===== src/rtl/conv_pkg.sv =====
// Shared types and default widths for the 2x2 convolution window scheduler.
package conv_pkg;
  localparam int DW    = 8;
  localparam int ACC_W = 2*DW + 2;

  typedef enum logic [1:0] {IDLE, RUN, EMIT, DONE} state_e;
endpackage


===== src/rtl/conv2x2_mac.sv =====
// Four-term unsigned dot product with a registered full-precision result.
module conv2x2_mac #(
  parameter int DW    = conv_pkg::DW,
  parameter int ACC_W = 2*DW + 2
) (
  input  logic                  clk,
  input  logic                  rst_n,
  input  logic                  en_i,
  input  logic [3:0][DW-1:0]    pix_i,
  input  logic [3:0][DW-1:0]    w_i,
  output logic [ACC_W-1:0]      acc_o
);
  logic [ACC_W-1:0] acc_q, acc_d;

  // Operands are widened before multiplying so the sum of four products never wraps.
  always_comb begin
    acc_d = '0;
    for (int i = 0; i < 4; i++)
      acc_d = acc_d + ACC_W'(pix_i[i]) * ACC_W'(w_i[i]);
  end

  always_ff @(posedge clk) begin
    if (!rst_n)    acc_q <= '0;
    else if (en_i) acc_q <= acc_d;
  end

  assign acc_o = acc_q;
endmodule


===== src/rtl/conv_window_sched.sv =====
// Loads a weight quad and an image, then streams every 2x2 window dot product in raster order.
module conv_window_sched #(
  parameter int IMG_W = 4,
  parameter int IMG_H = 4,
  parameter int DW    = conv_pkg::DW,
  localparam int ACC_W = 2*DW + 2,
  localparam int RW    = $clog2(IMG_H),
  localparam int CW    = $clog2(IMG_W)
) (
  input  logic             clk,
  input  logic             rst_n,
  input  logic             in_valid,
  input  logic             in_is_weight,
  input  logic [DW-1:0]    in_data,
  output logic             in_ready,
  input  logic             start,
  output logic             busy,
  output logic             done,
  output logic             out_valid,
  input  logic             out_ready,
  output logic [ACC_W-1:0] out_data,
  output logic [RW-1:0]    out_row,
  output logic [CW-1:0]    out_col
);
  localparam int NPIX = IMG_W * IMG_H;
  localparam int PW   = $clog2(NPIX);

  conv_pkg::state_e state_q, state_d;
  logic [1:0]                 wptr_q, wptr_d;
  logic [PW-1:0]              pptr_q, pptr_d;
  logic [RW-1:0]              r_q, r_d;
  logic [CW-1:0]              c_q, c_d;
  logic [3:0][DW-1:0]         w_q, w_d;
  logic [NPIX-1:0][DW-1:0]    pix_q, pix_d;
  logic [3:0][DW-1:0]         win;
  logic [PW-1:0]              base;
  logic                       mac_en, last_pos;

  // Window top-left in the row-major buffer; neighbours are +1, +IMG_W, +IMG_W+1.
  always_comb begin
    base   = PW'(r_q) * PW'(IMG_W) + PW'(c_q);
    win[0] = pix_q[base];
    win[1] = pix_q[base + PW'(1)];
    win[2] = pix_q[base + PW'(IMG_W)];
    win[3] = pix_q[base + PW'(IMG_W + 1)];
  end

  assign last_pos = (r_q == RW'(IMG_H - 2)) && (c_q == CW'(IMG_W - 2));

  always_comb begin
    state_d   = state_q;
    wptr_d    = wptr_q;
    pptr_d    = pptr_q;
    r_d       = r_q;
    c_d       = c_q;
    w_d       = w_q;
    pix_d     = pix_q;
    in_ready  = 1'b0;
    busy      = 1'b1;
    done      = 1'b0;
    out_valid = 1'b0;
    mac_en    = 1'b0;
    case (state_q)
      conv_pkg::IDLE: begin
        busy     = 1'b0;
        in_ready = !start;
        if (start) begin
          state_d = conv_pkg::RUN;
          wptr_d  = '0;
          pptr_d  = '0;
          r_d     = '0;
          c_d     = '0;
        end else if (in_valid) begin
          if (in_is_weight) begin
            w_d[wptr_q] = in_data;
            wptr_d      = wptr_q + 2'd1;
          end else begin
            pix_d[pptr_q] = in_data;
            pptr_d        = (pptr_q == PW'(NPIX - 1)) ? '0 : pptr_q + PW'(1);
          end
        end
      end
      conv_pkg::RUN: begin
        mac_en  = 1'b1;
        state_d = conv_pkg::EMIT;
      end
      conv_pkg::EMIT: begin
        out_valid = 1'b1;
        if (out_ready) begin
          if (last_pos) begin
            state_d = conv_pkg::DONE;
          end else begin
            state_d = conv_pkg::RUN;
            if (c_q == CW'(IMG_W - 2)) begin
              c_d = '0;
              r_d = r_q + RW'(1);
            end else begin
              c_d = c_q + CW'(1);
            end
          end
        end
      end
      conv_pkg::DONE: begin
        done    = 1'b1;
        state_d = conv_pkg::IDLE;
      end
      default: state_d = conv_pkg::IDLE;
    endcase
  end

  always_ff @(posedge clk) begin
    if (!rst_n) begin
      state_q <= conv_pkg::IDLE;
      wptr_q  <= '0;
      pptr_q  <= '0;
      r_q     <= '0;
      c_q     <= '0;
      w_q     <= '0;
      pix_q   <= '0;
    end else begin
      state_q <= state_d;
      wptr_q  <= wptr_d;
      pptr_q  <= pptr_d;
      r_q     <= r_d;
      c_q     <= c_d;
      w_q     <= w_d;
      pix_q   <= pix_d;
    end
  end

  conv2x2_mac #(.DW(DW), .ACC_W(ACC_W)) u_mac (
    .clk   (clk),
    .rst_n (rst_n),
    .en_i  (mac_en),
    .pix_i (win),
    .w_i   (w_q),
    .acc_o (out_data)
  );

  assign out_row = r_q;
  assign out_col = c_q;
endmodule

===== config.mk =====
export PLATFORM = sky130hd
export DESIGN_NAME = conv_window_sched
export DESIGN_NICKNAME = d
export VERILOG_FILES = /design/src/rtl/conv_pkg.sv /design/src/rtl/conv2x2_mac.sv /design/src/rtl/conv_window_sched.sv
export SDC_FILE = /design/constraint.sdc
export NUM_CORES = 1
export LEC_CHECK = 0
export CAP_MARGIN = 20
export CORE_ASPECT_RATIO = 0.75
export CORE_MARGIN = 8
export CORE_UTILIZATION = 30
export CTS_CLUSTER_DIAMETER = 200
export CTS_CLUSTER_SIZE = 16
export DETAILED_ROUTE_END_ITERATION = 8
export PLACE_DENSITY_LB_ADDON = 0.3
export SYNTH_ARGS = -nofsm -noshare
export SYNTH_HDL_FRONTEND = slang
export SYNTH_SLANG_ARGS = --single-unit

===== constraint.sdc =====
create_clock -name clk -period 10.85 [get_ports clk]
set_input_delay 2.17 -clock clk [delete_from_list [all_inputs] [get_ports clk]]
set_output_delay 2.17 -clock clk [all_outputs]
set_load 0.01 [all_outputs]

---- Yosys cells after proc, flatten, opt, wreduce, memory -nomap -nowiden ----
Cells that the tools add are included.
operators by class
  bitwise logic cells ..................... 2
  equality and inequality tests ........... 11
  $mul .................................... 4
  order comparisons ....................... 8
  reductions and logical operators ........ 15
  mux-type cells .......................... 39
  $add $sub $neg .......................... 11
operators with widths
  cell                                                         number
  binary-select mux 8 bit (select 4 bit)                       4
  bitwise mux 128 bit                                          1
  multiplier 8 x 8 -> 16 bit                                   4
  2-to-1 mux 8 bit                                             6
  adder 18 x 16 -> 18 bit                                      2
  bitwise mux 32 bit                                           1
  demux 8 bit (select 4 bit)                                   1
  2-to-1 mux 2 bit                                             13
  less-than comparator 4 x 5 -> 1 bit (second input constant)  5
  adder 16 x 16 -> 17 bit                                      1
  demux 8 bit (select 2 bit)                                   1
  2-to-1 mux 4 bit                                             4
  AND reduction 4 bit                                          3
  adder 4 x 1 -> 4 bit (second input constant)                 2
  adder 4 x 3 -> 4 bit (second input constant)                 2
  == test 2 bit (second input constant)                        4
  inequality test 2 bit (second input constant)                4
  case mux 2 bit (2 select lines)                              2
  case mux 2 bit (4 select lines)                              1
  adder 2 x 1 -> 2 bit (second input constant)                 3
  AND reduction 3 bit                                          2
  nonzero test 2 bit                                           3
  2-to-1 mux 1 bit                                             5
  AND reduction 5 bit                                          1
  12 further kinds                                             15
word-level totals
  output and inout bits ................... 26
  input port bits ......................... 14
  register bits ........................... 190

---- Depth between registers and ports, before layout ----
Gate-level depths: netlist of the first run.
  depth in word-level cells ............... 8
  depth in mapped cells ................... 40
  depth with buffers taken out ............ 36

---- Hierarchy ----
From an unflattened synthesis of the first run, not the netlist that was laid out.
second synthesis, totals
  cells, all modules ...................... 1875
  area, all modules ....................... 19200.9 µm²
modules (own cells, without submodules)
  module             area each (µm²)  cells an instance  instances
  conv2x2_mac        9848.2           1065               1
  conv_window_sched  9352.7           810                1

---- Worst setup path after synthesis of the first run ----
No wires, ideal clock.
  kind .................................... reg2reg
  start point ............................. register c_q[1], in the netlist out_col[1]
  end point ............................... register u_mac.acc_q[17], in the netlist u_mac.acc_o[17]
  setup time .............................. 0.062 ns
  period minus slack after synthesis ...... 10.373 ns
  path buffers ............................ 4
  path slack .............................. 0.477 ns
  data arrival time ....................... 10.311 ns
  stages on the path, launching flop included .. 37
  cells stage by stage .................... dfxtp_1 > clkbuf_1 > buf_1 > inv_1 > ha_1 > clkbuf_1 > mux4_2 > mux4_2 > and2_1 > fa_1 > fa_1 > fa_1 > fa_1 > fa_1 > inv_1 > fa_1 > inv_1 > ha_1 > a21oi_1 > nor2b_1 > or3_1 > nor2_1 > xnor2_1 > ha_1 > inv_1 > fa_1 > fa_1 > fa_1 > inv_1 > ha_1 > clkbuf_1 > a21oi_1 > o21ai_1 > a211oi_1 > nor2b_1 > or4_1 > nand3_1
on the way
  cells in the longest elaborated chain, start to end .. 8
RTL lines
  what                                    line                      source
  start: declaration                      conv_window_sched.sv:32   logic [CW-1:0] c_q, c_d;
  start signal: assignment                conv_window_sched.sv:117  c_q <= '0;
  start signal: assignment                conv_window_sched.sv:125  c_q <= c_d;
  adder 4 x 2 -> 4 bit (*)                conv_window_sched.sv:41   base = PW'(r_q) * PW'(IMG_W) + PW'(c_q);
  adder 4 x 1 -> 4 bit                    conv_window_sched.sv:43   win[1] = pix_q[base + PW'(1)];
  binary-select mux 8 bit (select 4 bit)  conv_window_sched.sv:43
  2-to-1 mux 8 bit (implied by the code)  conv_window_sched.sv:43
  multiplier 8 x 8 -> 16 bit              conv2x2_mac.sv:19         acc_d = acc_d + ACC_W'(pix_i[i]) * ACC_W'(w_i[i]);
  adder 16 x 16 -> 17 bit                 conv2x2_mac.sv:19
  adder 18 x 16 -> 18 bit                 conv2x2_mac.sv:19
  adder 18 x 16 -> 18 bit (*)             conv2x2_mac.sv:19
  end signal: assignment                  conv2x2_mac.sv:23         if (!rst_n) acc_q <= '0;
  end signal: assignment                  conv2x2_mac.sv:24         else if (en_i) acc_q <= acc_d;
  end: declaration                        conv2x2_mac.sv:13         logic [ACC_W-1:0] acc_q, acc_d;
Every way passes the cells marked *; elsewhere a longest branch is shown, timed or not. The select of a mux whose other input is x is not followed.
A chain may end at the register's enable or synchronous reset.

---- Final worst setup path of the first run ----
Ends and elaborated chain as after synthesis.

==> results of run 1 <==
## worst paths after layout
| kind | from | cells past startpoint | slack (ps) | to |
|---|---|---|---|---|
| hold / removal | u_mac.acc_o[4] | 2 | 450 | u_mac.acc_o[4] |
| hold reg to reg | u_mac.acc_o[4] | 2 | 450 | u_mac.acc_o[4] |
| setup / recovery | out_col[1] | 33 | 590 | u_mac.acc_o[17] |
| setup reg to reg | out_col[1] | 33 | 590 | u_mac.acc_o[17] |
## worst max-delay path, delay by kind of cell (launching register included)
| kind | cells | cell delay, ps |
|---|---|---|
| flops | 1 | 440 |
| fa+ha+maj | 12 | 5430 |
| compound gates | 4 | 700 |
| mux | 2 | 1050 |
| xor+xnor | 1 | 240 |
| buf+inv | 7 | 770 |
| simple gates | 7 | 1520 |
## registers in the layout (all words and copies together), names as in the netlist
signal / flops
u_mac.acc_o: 18
pix_q: 128
out_row: 2
pptr_q: 4
out_col: 2
w_q: 32
wptr_q: 2
state_q: 2
## cell usage after synthesis (3+ instances only)
| master | number |
|---|---|
| buf_2 | 19 |
| xnor2_1 | 10 |
| a211o_1 | 3 |
| nand2_1 | 290 |
| fa_1 | 210 |
| and3_1 | 4 |
| nor2b_1 | 11 |
| dfxtp_1 | 190 |
| and2_1 | 144 |
| buf_1 | 17 |
| xor2_1 | 7 |
| o211ai_1 | 4 |
| a31oi_1 | 3 |
| or3_1 | 3 |
| mux2i_1 | 34 |
| xnor2_2 | 3 |
| nor3_1 | 7 |
| a21oi_1 | 168 |
| nor2_1 | 61 |
| nor3_2 | 3 |
| ha_1 | 147 |
| a211oi_1 | 8 |
| o21ai_0 | 19 |
| o21bai_1 | 4 |
| nand4_1 | 4 |
| a21o_1 | 9 |
| o21a_1 | 7 |
| mux4_2 | 96 |
| nand3_1 | 147 |
| nand2b_1 | 3 |
| clkbuf_1 | 77 |
| inv_1 | 303 |
## what timing repair did
item,in CTS,in global routing
gates resized for setup,0,5
endpoints found under the setup margin,0,1
hold endpoints to repair,0,0
## per-stage QoR
step	power [mW]	hold WS (ps)	cells
finish	1.49	450	2834
CTS	1.49	456	2830
floorplan	0.780	443	2049
global placement	0.812	439	2798
detailed placement	0.813	444	2798
global route	1.53	473	2834
## layout by cell type, fill, tap and decap left out, types with 11 or more instances in the layout
cell             count
a21oi_1            168
nor2_1              61
nor2b_1             11
mux4_2              96
ha_1               147
and2_1             144
buf_4               15
clkdlybuf4s50_1     39
clkbuf_16           18
nand3_1            147
dfxtp_1            189
o21ai_0             19
inv_1              302
nand2_1            290
fa_1               210
mux2i_1             34
## logic make-up (layout without fill, tap and decap cells)
| group | after synthesis | after routing | synth area share, % |
|---|---|---|---|
| buffers and inverters | 421 | 396 | 8.78 |
| muxes | 131 | 131 | 13.3 |
| and+or+nand+nor | 686 | 686 | 17.2 |
| adders and majority gates | 357 | 357 | 32.0 |
| AOI/OAI and AO/OA | 243 | 243 | 7.31 |
| DFF | 190 | 190 | 20.2 |
| xor gates and xnor gates | 21 | 21 | 1.13 |
## per-layer routing
| metal | up-vias | global-route usage [%] | wire (um) |
|---|---|---|---|
| li1 | 6637 | - | - |
| met1 | 7284 | 22.8 | 26500 |
| met2 | 488 | 21.8 | 22600 |
| met3 | 40 | 3.67 | 4650 |
| met4 | 0 | 3.07 | 701 |
| met5 | - | 0 | 0 |
## layout make-up
class | instances | area [um2]
fillers | 6406 | 41400
multi-input cells | 1438 | 13400
flip-flops and latches | 190 | 3810
inverters | 304 | 1140
well taps | 810 | 1010
repair buffers | 60 | 658
clock buffers | 17 | 425
clock inverters | 15 | 198
## where the power goes
group	internal, mW	switching (mW)	total (mW)
logic	0.0295	0.0652	0.0947
registers	0.700	0.00649	0.707
clock network	0.321	0.364	0.685
==> flow_summary.ini, run 1 <==
[synth]
seq_area_frac_synth_pct = 20.2
synth-edff-count = 0
yosys_warnings = 0
synth_async_sr_flop_share_pct = 0
synth.distinct_cells = 60
synth_top_area_cell = fa_1
synth_ff_type = dfxtp_1
synth_cells = 2049
synthesis.area_um2 = 18900
avgSynthCellArea_um2 = 9.20
synthesis.nets = 2420
ys_ff_latch = 190
ys_top_cells_by_area = fa_1, dfxtp_1, mux4_2
synth_top_area_share_pct = 22.3

[floorplan]
die-area_um2 = 71200
chipHeight_um = 233
rows = 79
dieWidth_um = 306
pin_count = 40
initial_utilization_pct = 30.4
core-area_um2 = 62100

[cts]
clk_pin_slew_worst_paths_ps = 80
cts_htree_levels = 4
cts_buffer_depth = 2
clkLatencyLatePin_ps = 470
cts_root_buf = clkbuf_16
cts_tree = done
cts_hold_buf = 0
postCtsSetupRepairBufs = 0
cts_sinks = 190
cts_made_buffers = 17

[setup_path]
start_kind = flip-flop
cp_max_fo = 33
end_kind = flip-flop
crit_type = reg2reg
slowest_delay_ps = 640
crit_required_ps = 11250
cp_common_cell = fa_1
arrival_ps = 10660
crit_slowest_cell = mux4_2

[detailed_routing]
wirelength_um = 54400
drt-initial-drc-count = 1350
drt_pass1_iterations = 5
route.detailed.drc = 0
ant_nets = 0
wl_per_cell_um = 19.2
num_vias = 14400
viasPerCell = 5.10

[global_routing]
grt_antenna_before_repair = 2
grt_pass1_vias = 14600
grt_first_pass_wirelength_um = 85600
grt_usage_pct = 15.2
grt_max_degree = 112
overflow = 0

[timing]
finalMaxSlewViolations = 0
fmax_mhz = 97.5
setup-tns-final_ps = 0
setup_viol = 0
hold_viol = 0
worstMarginPinSlew_ps = 1160
fin_crit_sh_pct = 94.6
rsz0062_at_grt = no
finClkSkew_ps = 26.2
worst_slack_ps = 591
period_needed_ps = 10260
relSlewSlack_pct = 22.4

[power_and_ir_drop]
power.density_nw_per_um2 = 71.9
p_leak_nw = 8.35
irDropWorstVdd_mv = 0.107

[finish]
fin_nets = 2382
area_delta_synth_final_pct = 9.57
layout-drive-gt1-share_pct = 8.05
design_area_um2 = 20700
antenna_cells = 0
final_util_pct = 33.3

[placement]
placed_cell_area_um2 = 19900
port_buffers = 39
place_worst_setup_slack_ps = 452
dp.final_hpwl_um = 41500
gp_congestion = 0.859

[hold_path]
hp-class = reg2reg

[job]
max_cap_violations = 0

[status]
outcome = complete, no violations
No activity file was read; power rests on OpenSTA's default activity.
==> run 2, diff against run 1 <==
Settings changed: CORE_UTILIZATION 30 to 44.
==> run 2 against run 1 <==
  * Sequential cell count is the same
  * Power is 2.0% lower
  * Maximum frequency decreased by 1.0%
  * Critical endpoint unchanged
  * Register-to-register slack got worse by 110 ps
  * Critical path type unchanged
  * Routed wire length fell by 6.2%
  * Global-route usage increased by 5.8 points
  * Clock-buffer cell count unchanged
  * Worst setup slack got worse by 110 ps
  * Sequential power about the same
  * Utilization is 15 points higher
  * Design area decreased by 2.0%
==> flow_summary.ini, run 2 (synthesis results as in run 1) <==
[status]
outcome = complete, no violations

[detailed_routing]
num_vias = 14500
wirelength_um = 51100
route.detailed.drc = 0
drt-initial-drc-count = 1226
wl_per_cell_um = 19.7
drt_pass1_iterations = 7
viasPerCell = 5.59
ant_nets = 0

[floorplan]
chipHeight_um = 195
rows = 65
die-area_um2 = 49800
core-area_um2 = 42200
pin_count = 40
initial_utilization_pct = 44.7
dieWidth_um = 255

[global_routing]
grt_pass1_vias = 14500
grt_max_degree = 107
grt_antenna_before_repair = 2
grt_first_pass_wirelength_um = 82300
grt_usage_pct = 20.9
overflow = 0

[power_and_ir_drop]
p_leak_nw = 8.29
power.density_nw_per_um2 = 71.9
irDropWorstVdd_mv = 0.159

[job]
max_cap_violations = 0

[setup_path]
start_kind = flip-flop
crit_family = adder cells
rrSetupSlack_ps = 480
crit_type = reg2reg
cp_max_fo = 37
cp_common_cell = fa_1
end_kind = flip-flop
slowest_delay_ps = 630
crit_slowest_cell = mux4_2
arrival_ps = 10770
crit_required_ps = 11250
path_buf_inv = 6

[cts]
cts_buffer_depth = 2
cts_hold_buf = 0
clk_pin_slew_worst_paths_ps = 80
clkLatencyLatePin_ps = 460
cts_root_buf = clkbuf_16
post_cts_resized = 0
cts_htree_levels = 4
cts_made_buffers = 17
cts_sinks = 190
cts_tree = done
postCtsSetupRepairBufs = 0

[placement]
dp.final_hpwl_um = 39400
gp_congestion = 0.872
port_buffers = 39
place_inst = 2556
place_worst_setup_slack_ps = 498
placed_cell_area_um2 = 19600

[timing]
relSlewSlack_pct = 22.2
worstMarginPinSlew_ps = 1160
finalMaxSlewViolations = 0
period_needed_ps = 10370
setup-tns-final_ps = 0
worst_slack_ps = 484
hold_viol = 0
fmax_mhz = 96.5
fin_crit_sh_pct = 95.5
setup_viol = 0
finClkSkew_ps = 13.1
rsz0062_at_grt = no

[finish]
fin_nets = 2378
nFillCells = 3968
design_area_um2 = 20300
layout-drive-gt1-share_pct = 7.87
final_common_cell = inv_1
antenna_cells = 0
area_delta_synth_final_pct = 7.38
layout_common_cells = inv_1, nand2_1, fa_1
finalNonFillerCells = 2589
largest_register_ffs = 128
top_register = pix_q

[hold_path]
hp-class = reg2reg
-- run 2: changes by cell type in the layout (fill, tap and decap cells not counted), sizes merged --
cell	previous run	this run
buf	20	17
clkinv	6	7
clkbuf	18	17
bufinv	0	1
inv	313	310
clkinvlp	0	1
-- run 2: metal layers --
layer,wire length (um),GRT usage [%],up-vias
li1,-,-,6623
met1,23600,30.9,7249
met2,22300,31.2,531
met5,0,0,-
met4,1030,4.94,0
met3,4080,4.07,62
-- run 2: cell type report --
type | count | area [um2] | area share, %
clock buffers | 17 | 425 | 2.10
clock inverters | 15 | 180 | 0.890
inverters | 304 | 1140 | 5.65
multi-input cells | 1438 | 13400 | 66.3
flip-flops and latches | 190 | 3810 | 18.8
well taps | 569 | 712 | 3.52
repair buffers | 56 | 563 | 2.78
-- run 2: path summary, 6_finish.rpt --
| check | endpoint | start | cells after the start |
|---|---|---|---|
| setup / recovery | u_mac.acc_o[17] | out_col[1] | 33 |
| hold / removal | u_mac.acc_o[8] | u_mac.acc_o[8] | 2 |
| setup reg to reg | u_mac.acc_o[17] | out_col[1] | 33 |
| hold reg to reg | u_mac.acc_o[8] | u_mac.acc_o[8] | 2 |
-- run 2: stage by stage --
step	total power, mW	hold slack (ps)	util [%]
after floorplan	0.780	443	-
after global placement	0.810	441	46.5
after detailed placement	0.811	448	46.5
after CTS	1.46	460	47.9
after global routing	1.50	482	48.0
final	1.46	458	48.0
-- run 2: report_power, final --
| group | switching, mW | internal [mW] | leakage, nW |
|---|---|---|---|
| sequential | 0.00566 | 0.700 | 1.53 |
| clock | 0.328 | 0.331 | 0.294 |
| combinational | 0.0641 | 0.0275 | 6.47 |
-- run 2: worst min-delay path: cells and delay by family, from the launching register on --
kind | cells | cell delay [ps]
AO/OA/AOI/OAI | 1 | 50
flip-flops | 1 | 320
AND/OR/NAND/NOR | 1 | 50
==> run 3, diff against run 2 <==
Settings changed: CORE_MARGIN 8 to 5.
==> run 3 against run 2 <==
  * Utilization is essentially flat
  * Maximum frequency is 0.84% higher
  * Worst setup slack gained 86 ps
  * Critical path type unchanged
  * Largest cell class unchanged
==> flow_summary.ini, run 3 (synthesis results as in run 1) <==
[power_and_ir_drop]
finalPower_mw = 1.45
p_leak_nw = 8.30
power.density_nw_per_um2 = 71.8
irDropWorstVdd_mv = 0.108

[setup_path]
cp_common_cell = fa_1
end_kind = flip-flop
arrival_ps = 10680
path_buf_inv = 7
crit_family = adder cells
start_kind = flip-flop
cp_max_fo = 60
crit_required_ps = 11250
slowest_delay_ps = 600
crit_slowest_cell = mux4_2
crit_type = reg2reg

[timing]
hold_viol = 0
worstMarginPinSlew_ps = 1160
finalMaxSlewViolations = 0
setup_viol = 0
fin_crit_sh_pct = 94.8
rsz0062_at_grt = no
fmax_mhz = 97.3
finClkSkew_ps = 14.4
relSlewSlack_pct = 22.2
setup-tns-final_ps = 0
period_needed_ps = 10280

[detailed_routing]
viasPerCell = 5.61
drt-initial-drc-count = 1173
wl_per_cell_um = 19.6
route.detailed.drc = 0
drt_pass1_iterations = 6
num_vias = 14500
ant_nets = 0
wirelength_um = 50800

[finish]
nFillCells = 3934
top_register = pix_q
final_common_cell = inv_1
fin_nets = 2380
antenna_cells = 0
largest_register_ffs = 128
area_delta_synth_final_pct = 7.41
layout_common_cells = inv_1, nand2_1, fa_1
layout-drive-gt1-share_pct = 7.96
final_util_pct = 48.0

[cts]
postCtsSetupRepairBufs = 0
cts_made_buffers = 17
clkLatencyLatePin_ps = 460
cts_tree = done
clk_pin_slew_worst_paths_ps = 80
cts_htree_levels = 4
cts_hold_buf = 0
cts_buffer_depth = 2
cts_sinks = 190
cts_root_buf = clkbuf_16

[placement]
gp_congestion = 0.882
port_buffers = 39
dp.final_hpwl_um = 39700

[floorplan]
initial_utilization_pct = 44.7
pin_count = 40
core-area_um2 = 42200
rows = 65
dieWidth_um = 249
chipHeight_um = 189
die-area_um2 = 47100

[global_routing]
grt_first_pass_wirelength_um = 81700
grt_max_degree = 95
grt_antenna_before_repair = 1
grt_usage_pct = 21.6
overflow = 0
grt_pass1_vias = 14500

[job]
max_cap_violations = 0

[status]
outcome = complete, no violations

[hold_path]
hp-class = reg2reg
==> run 3: cell count changes in the layout (fill, tap and decap cells not counted) <==
cell / previous run / this run
clkinv_8: 3 / 5
inv_12: 0 / 1
buf_4: 14 / 17
bufinv_16: 1 / 0
clkinv_2: 1 / 0
clkinvlp_4: 1 / 0
buf_12: 2 / 1
inv_8: 4 / 3
inv_6: 2 / 5
clkinv_4: 3 / 1
==> run 3: metal layers <==
| metal | part of all wire (%) | up-vias | wire [um] | global-route usage [%] |
|---|---|---|---|---|
| met5 | 0 | - | 0 | 0 |
| met4 | 2.1 | 0 | 1070 | 5.15 |
| met3 | 8.3 | 75 | 4210 | 4.09 |
| met2 | 44 | 594 | 22200 | 32.5 |
| met1 | 46 | 7232 | 23300 | 32.3 |
| li1 | - | 6640 | - | - |
==> run 3: worst reg2reg max path, delay by kind of cell, from the launching register on <==
family                   cells  cell delay [ps]
buffers and inverters        7              680
adder cells (fa/ha/maj)     12             5360
flip-flops                   1              480
multiplexers                 2             1250
AO/OA/AOI/OAI                4              730
AND/OR/NAND/NOR              7             1520
XOR/XNOR                     1              180
==> run 3: what timing repair did <==
item                                   in CTS  in global routing
setup endpoints to repair                   0                  1
resized for setup                           0                  1
endpoints found under the hold margin       0                  0
==> run 3: final cells by class <==
cell class	instances	area, um2	area share (%)
timing repair buffer	58	566	2.79
sequential	190	3810	18.8
tap	569	712	3.51
inverter	304	1140	5.65
clock buffer	17	425	2.10
multi-input combinational	1438	13400	66.2
clock inverter	15	184	0.908
==> run 3: worst paths after layout <==
kind                            depth (start not counted)  slack, ps      startpoint               to
worst max register to register                         33        570      out_col[0]  u_mac.acc_o[17]
worst max-delay path                                   33        570      out_col[0]  u_mac.acc_o[17]
worst min register to register                          2        450  u_mac.acc_o[5]   u_mac.acc_o[5]
worst min-delay path                                    2        450  u_mac.acc_o[5]   u_mac.acc_o[5]
==> run 3: where the power goes <==
group	switching (mW)	total [mW]	internal [mW]
combinational	0.0629	0.0895	0.0266
clock	0.342	0.658	0.315
sequential	0.00622	0.706	0.700
==> run 3: metrics by stage <==
stage | instances | setup WS (ps) | hold slack, ps | cell area, um2
floorplan | 2049 | 477 | 443 | 18900
global placement | 2559 | 646 | 441 | 19600
detailed placement | 2559 | 508 | 442 | 19600
CTS | 2591 | 508 | 454 | 20200
global route | 2591 | 24.7 | 466 | 20300
finish | 2591 | 569 | 453 | 20300
